$ cat src/rtl/uart_rx_pkg.sv
// Shared types and constants for the UART receiver slice.
package uart_rx_pkg;

  localparam int unsigned UART_RX_DATA_W = 8;

  typedef enum logic [2:0] {
    IDLE,
    START,
    DATA,
    PARITY,
    STOP,
    EXTRA_STOP
  } uart_rx_state_e;

endpackage

$ cat src/rtl/uart_rx_if.sv
// Received-byte delivery channel: valid/ready handshake plus per-byte error flags.
interface uart_rx_if;
  import uart_rx_pkg::*;

  logic [UART_RX_DATA_W-1:0] data_o;
  logic                      data_valid_o;
  logic                      data_ready_i;
  logic                      parity_err_o;
  logic                      frame_err_o;
  logic                      overrun_o;

  modport master (
    output data_o, data_valid_o, parity_err_o, frame_err_o, overrun_o,
    input  data_ready_i
  );

  modport slave (
    input  data_o, data_valid_o, parity_err_o, frame_err_o, overrun_o,
    output data_ready_i
  );

endinterface

$ cat src/rtl/uart_rx_fsm.sv
// Frame sequencer: tracks bit position and bit-centre timing, latches per-frame config.
module uart_rx_fsm
  import uart_rx_pkg::*;
#(
  parameter int unsigned OVERSAMPLE = 16
) (
  input  logic           clk_i,
  input  logic           arst_ni,
  input  logic           fall_i,
  input  logic           decide_i,
  input  logic           sample_i,
  input  logic           parity_en_i,
  input  logic           extra_stop_i,
  output uart_rx_state_e state_o,
  output logic           centre_o,
  output logic           done_o
);

  localparam int unsigned CNT_W = $clog2(OVERSAMPLE);
  localparam int unsigned IDX_W = $clog2(UART_RX_DATA_W);
  localparam logic [CNT_W-1:0] HALF_C = CNT_W'(OVERSAMPLE / 2 - 1);
  localparam logic [CNT_W-1:0] FULL_C = CNT_W'(OVERSAMPLE - 1);
  localparam logic [IDX_W-1:0] LAST_IDX = IDX_W'(UART_RX_DATA_W - 1);

  uart_rx_state_e   state_q, state_d;
  logic [CNT_W-1:0] cnt_q, cnt_d;
  logic [IDX_W-1:0] bit_idx_q, bit_idx_d;
  logic             par_en_q, par_en_d;
  logic             xstop_q, xstop_d;
  logic             at_centre;

  always_ff @(posedge clk_i or negedge arst_ni) begin
    if (!arst_ni) begin
      state_q   <= IDLE;
      cnt_q     <= '0;
      bit_idx_q <= '0;
      par_en_q  <= 1'b0;
      xstop_q   <= 1'b0;
    end else begin
      state_q   <= state_d;
      cnt_q     <= cnt_d;
      bit_idx_q <= bit_idx_d;
      par_en_q  <= par_en_d;
      xstop_q   <= xstop_d;
    end
  end

  always_comb begin
    state_d   = state_q;
    bit_idx_d = bit_idx_q;
    par_en_d  = par_en_q;
    xstop_d   = xstop_q;
    // The counter wraps on the centre alone; the decision may land a cycle later.
    cnt_d     = at_centre ? '0 : cnt_q + CNT_W'(1);

    case (state_q)
      IDLE: begin
        if (fall_i) begin
          state_d  = START;
          par_en_d = parity_en_i;
          xstop_d  = extra_stop_i;
        end
      end
      START: begin
        if (decide_i) begin
          state_d   = sample_i ? IDLE : DATA;
          bit_idx_d = '0;
        end
      end
      DATA: begin
        if (decide_i) begin
          bit_idx_d = bit_idx_q + IDX_W'(1);
          if (bit_idx_q == LAST_IDX) state_d = par_en_q ? PARITY : STOP;
        end
      end
      PARITY: begin
        if (decide_i) state_d = STOP;
      end
      STOP: begin
        if (decide_i) state_d = xstop_q ? EXTRA_STOP : IDLE;
      end
      EXTRA_STOP: begin
        if (decide_i) state_d = IDLE;
      end
      default: state_d = IDLE;
    endcase

    if (state_q == IDLE || state_d == IDLE) cnt_d = '0;
  end

  always_comb begin
    state_o   = state_q;
    at_centre = (state_q == START) ? (cnt_q == HALF_C) : (cnt_q == FULL_C);
    centre_o  = (state_q != IDLE) && at_centre;
    done_o    = decide_i && ((state_q == STOP && !xstop_q) || state_q == EXTRA_STOP);
  end

endmodule

$ cat src/rtl/uart_rx.sv
// UART receiver top: synchroniser, bit sampling, shift register and output handshake.
// Optional UART_RX_MAJORITY_VOTE_EN: 3-sample majority around each bit centre.
module uart_rx
  import uart_rx_pkg::*;
#(
  parameter int unsigned OVERSAMPLE = 16
) (
  input  logic arst_ni,
  input  logic clk_i,
  input  logic rx_i,
  input  logic parity_en_i,
  input  logic extra_stop_i,
  uart_rx_if.master out_if
);

  logic                      sync1_q, sync1_d;
  logic                      sync2_q, sync2_d;
  logic                      rx_d1_q, rx_d1_d;
  logic [UART_RX_DATA_W-1:0] shift_q, shift_d;
  logic                      perr_q, perr_d;
  logic                      ferr_q, ferr_d;
  logic [UART_RX_DATA_W-1:0] data_q, data_d;
  logic                      valid_q, valid_d;
  logic                      perr_out_q, perr_out_d;
  logic                      ferr_out_q, ferr_out_d;
  logic                      overrun_q, overrun_d;

  logic           fall;
  logic           decide;
  logic           sample;
  logic           centre;
  logic           done;
  uart_rx_state_e state;

  always_ff @(posedge clk_i or negedge arst_ni) begin
    if (!arst_ni) begin
      sync1_q    <= 1'b1;
      sync2_q    <= 1'b1;
      rx_d1_q    <= 1'b1;
      shift_q    <= '0;
      perr_q     <= 1'b0;
      ferr_q     <= 1'b0;
      data_q     <= '0;
      valid_q    <= 1'b0;
      perr_out_q <= 1'b0;
      ferr_out_q <= 1'b0;
      overrun_q  <= 1'b0;
    end else begin
      sync1_q    <= sync1_d;
      sync2_q    <= sync2_d;
      rx_d1_q    <= rx_d1_d;
      shift_q    <= shift_d;
      perr_q     <= perr_d;
      ferr_q     <= ferr_d;
      data_q     <= data_d;
      valid_q    <= valid_d;
      perr_out_q <= perr_out_d;
      ferr_out_q <= ferr_out_d;
      overrun_q  <= overrun_d;
    end
  end

`ifdef UART_RX_MAJORITY_VOTE_EN
  logic rx_d2_q, rx_d2_d;
  logic centre_q, centre_d;

  always_ff @(posedge clk_i or negedge arst_ni) begin
    if (!arst_ni) begin
      rx_d2_q  <= 1'b1;
      centre_q <= 1'b0;
    end else begin
      rx_d2_q  <= rx_d2_d;
      centre_q <= centre_d;
    end
  end

  // One cycle after the centre, rx_d2/rx_d1/rx hold the centre-1/centre/centre+1 samples.
  always_comb begin
    rx_d2_d  = rx_d1_q;
    centre_d = centre;
    decide   = centre_q;
    sample   = (rx_d2_q & rx_d1_q) | (rx_d2_q & sync2_q) | (rx_d1_q & sync2_q);
  end
`else
  always_comb begin
    decide = centre;
    sample = sync2_q;
  end
`endif

  uart_rx_fsm #(
    .OVERSAMPLE(OVERSAMPLE)
  ) u_fsm (
    .clk_i       (clk_i),
    .arst_ni     (arst_ni),
    .fall_i      (fall),
    .decide_i    (decide),
    .sample_i    (sample),
    .parity_en_i (parity_en_i),
    .extra_stop_i(extra_stop_i),
    .state_o     (state),
    .centre_o    (centre),
    .done_o      (done)
  );

  always_comb begin
    sync1_d    = rx_i;
    sync2_d    = sync1_q;
    rx_d1_d    = sync2_q;
    fall       = rx_d1_q & ~sync2_q;
    shift_d    = shift_q;
    perr_d     = perr_q;
    ferr_d     = ferr_q;
    data_d     = data_q;
    valid_d    = valid_q;
    perr_out_d = perr_out_q;
    ferr_out_d = ferr_out_q;
    overrun_d  = 1'b0;

    if (state == IDLE && fall) begin
      perr_d = 1'b0;
      ferr_d = 1'b0;
    end

    if (decide) begin
      case (state)
        DATA:       shift_d = {sample, shift_q[UART_RX_DATA_W-1:1]};
        PARITY:     perr_d  = sample ^ (^shift_q);
        STOP:       ferr_d  = ~sample;
        EXTRA_STOP: ferr_d  = ferr_q | ~sample;
        default:    ;
      endcase
    end

    if (valid_q && out_if.data_ready_i) valid_d = 1'b0;

    // Final stop flag comes from ferr_d so the completing sample is included.
    if (done) begin
      if (!valid_q || out_if.data_ready_i) begin
        data_d     = shift_q;
        perr_out_d = perr_q;
        ferr_out_d = ferr_d;
        valid_d    = 1'b1;
      end else begin
        overrun_d = 1'b1;
      end
    end
  end

  always_comb begin
    out_if.data_o       = data_q;
    out_if.data_valid_o = valid_q;
    out_if.parity_err_o = perr_out_q;
    out_if.frame_err_o  = ferr_out_q;
    out_if.overrun_o    = overrun_q;
  end

endmodule
$ cat src/flat_wrapper.sv
// flat-port wrapper written by rule: the top's interface ports become plain ports
module uart_rx_flat import uart_rx_pkg::*;
#(
  parameter int unsigned OVERSAMPLE = 16
)
  (arst_ni, clk_i, rx_i, parity_en_i, extra_stop_i, out_if_data_o, out_if_data_valid_o, out_if_parity_err_o, out_if_frame_err_o, out_if_overrun_o, out_if_data_ready_i);
  uart_rx_if out_if_i ();
  input  logic arst_ni;
  input  logic clk_i;
  input  logic rx_i;
  input  logic parity_en_i;
  input  logic extra_stop_i;
  output wire logic [$bits(out_if_i.data_o)-1:0] out_if_data_o;
  output wire logic [$bits(out_if_i.data_valid_o)-1:0] out_if_data_valid_o;
  output wire logic [$bits(out_if_i.parity_err_o)-1:0] out_if_parity_err_o;
  output wire logic [$bits(out_if_i.frame_err_o)-1:0] out_if_frame_err_o;
  output wire logic [$bits(out_if_i.overrun_o)-1:0] out_if_overrun_o;
  input wire logic [$bits(out_if_i.data_ready_i)-1:0] out_if_data_ready_i;
  assign out_if_data_o = out_if_i.data_o;
  assign out_if_data_valid_o = out_if_i.data_valid_o;
  assign out_if_parity_err_o = out_if_i.parity_err_o;
  assign out_if_frame_err_o = out_if_i.frame_err_o;
  assign out_if_overrun_o = out_if_i.overrun_o;
  assign out_if_i.data_ready_i = out_if_data_ready_i;
  uart_rx #(.OVERSAMPLE(OVERSAMPLE)) u_core (.arst_ni(arst_ni), .clk_i(clk_i), .rx_i(rx_i), .parity_en_i(parity_en_i), .extra_stop_i(extra_stop_i), .out_if(out_if_i));
endmodule
$ cat config.mk
export PLATFORM = sky130hd
export DESIGN_NAME = uart_rx_flat
export DESIGN_NICKNAME = d
export VERILOG_FILES = /design/src/rtl/uart_rx_pkg.sv /design/src/rtl/uart_rx_if.sv /design/src/rtl/uart_rx_fsm.sv /design/src/rtl/uart_rx.sv /design/src/flat_wrapper.sv
export SDC_FILE = /design/constraint.sdc
export NUM_CORES = 1
export LEC_CHECK = 0
export BUFFER_PORTS_ARGS = -buffer_cell sky130_fd_sc_hd__buf_2
export CELL_PAD_IN_SITES_DETAIL_PLACEMENT = 2
export CELL_PAD_IN_SITES_GLOBAL_PLACEMENT = 2
export CORE_ASPECT_RATIO = 1.1
export CORE_UTILIZATION = 35
export CTS_CLUSTER_SIZE = 8
export DETAILED_ROUTE_END_ITERATION = 10
export GPL_ROUTABILITY_DRIVEN = 0
export PLACE_DENSITY = 0.81
export SETUP_SLACK_MARGIN = 0.3
export SKIP_CTS_REPAIR_TIMING = 1
export SKIP_LAST_GASP = 1
export SYNTH_ARGS = -nofsm -noshare
export SYNTH_HDL_FRONTEND = slang
export SYNTH_SLANG_ARGS = --single-unit
$ cat constraint.sdc
create_clock -name clk_i -period 2 [get_ports clk_i]
set_clock_uncertainty 0.1 [all_clocks]
set_input_delay 0.2 -clock clk_i [delete_from_list [all_inputs] [get_ports clk_i]]
set_output_delay 0.2 -clock clk_i [all_outputs]
set_load 0.02 [all_outputs]
======== Word level (Yosys, flattened, before mapping) ========
Index checks and enable logic that the tools add are counted.
storage, ports and cells
  register bits ........................... 37
  input bits .............................. 6
  output and inout port bits .............. 12
  logic and storage cells ................. 79
cells by class
  add/subtract/negate cells ............... 2
  equal/unequal tests ..................... 10
  mux-type cells .......................... 28
  bitwise gates (word level) .............. 4
  reduce and logical (&&, ||, !) cells .... 19
operator list
  kind                   number
  $mux W3                11
  $pmux W3 S6            1
  $mux W1                11
  $eq A3 B3 Y1 const B   3
  $mux W4                2
  $reduce_xor A8 Y1      1
  $eq A3 B2 Y1 const B   2
  $logic_not A3 Y1       2
  $pmux W3 S2            1
  $reduce_and A2 Y1      3
  $logic_and A1 B1 Y1    5
  $add A4 B1 Y4 const B  1
  $eq A4 B3 Y1 const B   1
  $eq A4 B4 Y1 const B   1
  $ne A2 B2 Y1 const B   2
  $add A3 B1 Y3 const B  1
  $eq A3 B1 Y1 const B   1
  $logic_or A1 B1 Y1     3
  $reduce_and A3 Y1      1
  $reduce_bool A3 Y1     1
  $logic_not A1 Y1       2
  $mux W2                1
  $pmux W1 S2            1
  $reduce_bool A2 Y1     1
  other kinds (4)        4

======== Longest topological paths before layout ========
  depth in word-level cells ............... 8
  mapped depth ............................ 7
  mapped depth without buffers ............ 6

======== Hierarchy ========
Synthesis repeated with hierarchy kept, for this count alone.
unflattened totals
  cell total of the unflattened synthesis .. 136
  area, all modules ....................... 1,695.4 um^2
by module, submodules not included
  module       instances  cells an instance  area an instance (um^2)  sequential area each (um^2)
  uart_rx      1          67                 1,001.0                  629.4
  uart_rx_fsm  1          69                 694.4                    300.3

======== Least setup slack after synthesis ========
Ideal clock, no wire load.
  path kind ............................... flip-flop to flip-flop
  start point ............................. reg u_core.u_fsm.cnt_q[0]
  end point ............................... reg u_core.data_q[2], in the netlist u_core.out_if.data_o[2]
  setup time .............................. 0.125 ns
  arrival time ............................ 1.890 ns
  data required time ...................... 1.775 ns
  slack ................................... -0.114 ns
  cell stages (with the launch flop) ...... 8
  path buffers ............................ 2
  period minus slack after synthesis ...... 2.114 ns
  cell sequence ........................... dfrtp_1 ha_1 clkbuf_2 nand3_1 or3_1 nor2b_1 buf_4 mux2_2
between the ends
  longest elaborated chain between the ends .. 5
  elaborated cells on any way between the ends .. 6
  classes of those cells .................. eq/ne: 2; mux: 1; reduce/logical: 3
RTL lines
  item                                                 line               source
  start: declaration                                   uart_rx_fsm.sv:26  logic [CNT_W-1:0] cnt_q, cnt_d;
  start signal: assignment                             uart_rx_fsm.sv:41  cnt_q <= cnt_d;
  $eq A4 B4 Y1 / $eq A4 B3 Y1 (equally long branches)  uart_rx_fsm.sv:93  at_centre = (state_q == START) ? (cnt_q == HALF_C) : (cnt_q == FULL_C);
  $mux W1 *                                            uart_rx_fsm.sv:93
  $logic_and A1 B1 Y1 *                                uart_rx_fsm.sv:94  centre_o = (state_q != IDLE) && at_centre;
  $logic_and A1 B1 Y1 *                                uart_rx_fsm.sv:95  done_o = decide_i && ((state_q == STOP && !xstop_q) || state_q == EXTRA_STOP);
  $reduce_and A2 Y1 (no line) *                        --
  end signal: assignment                               uart_rx.sv:55      data_q <= data_d;
  end: declaration                                     uart_rx.sv:22      logic [UART_RX_DATA_W-1:0] data_q, data_d;
Every way passes the cells marked *; elsewhere a longest branch is shown, timed or not.
A chain may end at the register's enable or synchronous reset.

======== Final worst setup path ========
  start point ............................. reg u_core.u_fsm.cnt_q[1]
  end point ............................... reg u_core.ferr_out_q, in the netlist u_core.out_if.frame_err_o
between the ends
  elaborated cells on any way between the ends .. 7
  classes of those cells .................. eq/ne: 2; mux: 2; reduce/logical: 3
RTL lines
  item                                                 line               source
  $eq A4 B4 Y1 / $eq A4 B3 Y1 (equally long branches)  uart_rx_fsm.sv:93
  $mux W1 *                                            uart_rx_fsm.sv:93
  $logic_and A1 B1 Y1 *                                uart_rx_fsm.sv:94
  $mux W1 *                                            uart_rx.sv:125     if (decide) begin
  net u_core.ferr_d                                    uart_rx.sv:21      logic ferr_q, ferr_d;
  end signal: assignment                               uart_rx.sv:58      ferr_out_q <= ferr_out_d;
  end: declaration                                     uart_rx.sv:25      logic ferr_out_q, ferr_out_d;
The timed path passes the listed nets; every way through them passes the cells marked *.

==> implementation parameters <==
Parameter                              Value

Run status
  Status    complete, but fails checks
  Violated checks    negative setup slack

Worst hold path
  Worst Hold Endpoint    u_core.u_fsm.par_en_q$_DFFE_PN0P_
  Hold path startpoint    parity_en_i
  Worst min path class    in2reg
  Worst hold path stage count    2

STA
  Total setup violations reported at the end of the flow    1
  Unrepaired setup endpoints after global routing    yes
  Final period util    100%
  Worst setup margin    -1.51 ps
  Maximum frequency from static timing analysis    0.500 GHz
  Min cycle time layout    2000 ps
  Final hold violation count    0
  Worst slew margin    43.9%
  Setup_tns    -1.51 ps
  Slew Viols, Final    0
  Pin slew with the least headroom to its limit    841 ps

Placement
  Number of buffers inserted by port buffering    17
  Minimum setup slack after placement    12.4 ps
  DP Area    0.00195 mm2
  HPWL after detailed placement    3080 um
  Cell Count Post-Placement    216

Clock network
  Insertion delay of the later-clocked pin in the worst-skew pair    300 ps
  Clk buf depth    2
  Number of sinks driven by the clock tree    37
  Number of buffers added by the clock tree synthesis step    5
  CTS tree    yes
  Clock-pin slew on the worst setup and hold paths    80 ps
  Cell at the root of the clock tree    clkbuf_8
  Total number of H-tree levels    2

Global routing
  Wire length of the first global-routing pass    7360 um
  Remaining global-route overflow    0
  Initial antenna violation count    0
  Pin count of the biggest net entering global routing    38
  Via count of the first global-routing pass    1408
  Total track usage    18.2%

Power and ir drop
  Total power of the final layout    1990 uW
  Peak ir drop on the vdd network    0.439 mV
  Leakage    0.00112 uW
  Total power per unit cell area    895 mW/mm2

Synth
  Ys Warns    0
  Sequential share of the synthesized area    53.5%
  Syn nets    148
  Most used flip-flop cell after synthesis    dfrtp_1
  Most repeated cell in the gate-level netlist after synthesis    dfrtp_1
  Post-synthesis sequential element count    37
  Fraction of post-synthesis cell area in the top cell type by area    48.9%
  Synth async-reset ratio    100%
  Unique masters post-synth    45
  Main area contributors after synthesis    dfrtp_1, mux2_2, dfstp_2
  Cell type contributing the most total cell area after synthesis    dfrtp_1
  EDFF count, synth    0
  Post-Synthesis Cell Area    0.00174 mm2
  Avg Cell Area, Syn    12.5 um2
  Synthesized instance count    139
  Commonest cells in the synthesized netlist    dfrtp_1, mux2_2, nand2_1

Detailed routing
  Number of DRC violations after detailed routing    0
  Routed Antenna Nets    0
  First-pass iteration count of the detailed router    4
  Detail-routed via count per cell    5.50
  Drt first-iter violations    40
  Drt wl/cell    24.3 um
  DR vias    1276
  Final wirelength    5630 um

Floorplan
  IO Count    18
  Full die area    0.00526 mm2
  Core area    0.00472 mm2
  Horizontal die dimension    69.2 um
  Effective utilization at floorplan    36.9%
  Site Rows    26
  Floorplan die height    75.9 um

Setup path
  CP max stage cell    dfrtp_1
  Startpoint of the worst setup timing path    u_core.u_fsm.cnt_q[1]$_DFF_PN0_
  Destination of the worst register-to-register timing path    u_core.out_if.frame_err_o$_DFFE_PN0P_
  Endpoint class of the critical path    flip-flop
  Worst Reg-to-Reg Cells    6
  Setup Crit Path Kind    reg2reg
  Data required time of the critical path    2090 ps
  Setup slack, reg-to-reg    -2 ps
  Critical path's largest stage delay    460 ps
  Critical path peak fanout    9
  Reg-to-reg critical path startpoint    u_core.u_fsm.cnt_q[1]$_DFF_PN0_
  Cell chain of the critical path    ha_4 > nand3_4 > buf_4 > or3_1 > a31o_1 > mux2_4
  Data arrival time of the critical path    2090 ps
  Sort of element at the start of the critical path    flip-flop

Layout
  Number of nets in the final layout    184
  Antenna diode count    0
  Filler-free cell count of the finished design    232
  Fraction of final layout cells with drive strength greater than 1    47.2%
  Final instance area    0.00222 mm2
  Area overhead of the layout relative to synthesis    27.6%

Job
  Maximum capacitance violations    0
[metal layers]
metal	track usage [%]	share of wire, %	vias up
met5	0	0	-
met4	8.98	1.8	0
met3	3.32	2.4	8
met2	34.1	57	24
met1	19.2	39	685
li1	-	-	559
[registers in the layout, summed over array words and instances, names as in the netlist, 3 cells and up]
name and count:
u_core.out_if.data_o 8, u_core.u_fsm.cnt_q 4, u_core.u_fsm.state_o 3, u_core.u_fsm.bit_idx_q 3, u_core.shift_q 8
[kinds of logic (layout without fill, tap and decap cells)]
group           count (synthesis)  after routing  share of synthesized area, %
xor+xnor                       10             10                          5.83
simple gates                   36             36                          12.2
fa+ha+maj                       3              3                          2.16
mux                            22             22                          14.4
flops                          37             37                          53.5
compound gates                 20             20                          8.27
buf+inv                        11             48                          3.74
[how the worst max path moves through the flow]
stage	end	slack (ps)	cells after the start
floorplan	u_core.out_if.frame_err_o$_DFFE_PN0P_	0.6	6
global placement	u_core.out_if.data_o[3]$_DFFE_PN0P_	90	6
detailed placement	u_core.out_if.data_o[7]$_DFFE_PN0P_	10	6
CTS	u_core.out_if.data_o[7]$_DFFE_PN0P_	-40	6
global route	u_core.out_if.parity_err_o$_DFFE_PN0P_	-20	6
finish	u_core.out_if.frame_err_o$_DFFE_PN0P_	-2	6
[layout by cell type (no fill, tap or decap), types with 5 or more instances in the layout]
| master | Yosys | routed |
|---|---|---|
| dfrtp_1 | 34 | 34 |
| buf_2 | 3 | 17 |
| buf_4 | 1 | 12 |
| mux2_4 | 1 | 11 |
| mux2_2 | 17 | 10 |
| buf_6 | 2 | 6 |
| nor2_1 | 5 | 5 |
| xnor2_1 | 5 | 5 |
| clkbuf_8 | 0 | 5 |
[through the flow]
step	hold WS (ps)	util (%)
final	53.2	47.1
after global routing	47.4	47.1
after CTS	-105	43.2
after detailed placement	211	41.4
after global placement	209	41.4
after floorplan	-196	-
[layout make-up]
| cell class | count | area, um2 |
|---|---|---|
| multi-input cells | 91 | 860 |
| well taps | 56 | 70.1 |
| clock inverters | 3 | 17.5 |
| clock buffers | 5 | 68.8 |
| repair buffers | 37 | 263 |
| flip-flops and latches | 37 | 930 |
| inverters | 3 | 11.3 |
| fillers | 454 | 2500 |
[power by group]
group,switching [uW],internal (uW)
clock,308,241
sequential,67.8,815
combinational,291,263
total,667,1320
[critical path, delay by kind of cell (launching register included)]
family                     cells  cell delay [ps]
DFF                            1              460
and+or+nand+nor                2              400
AOI/OAI and AO/OA              1              280
muxes                          1              270
adders and majority gates      1              190
buffers and inverters          1              190
Power figures use the tool's default switching activity.
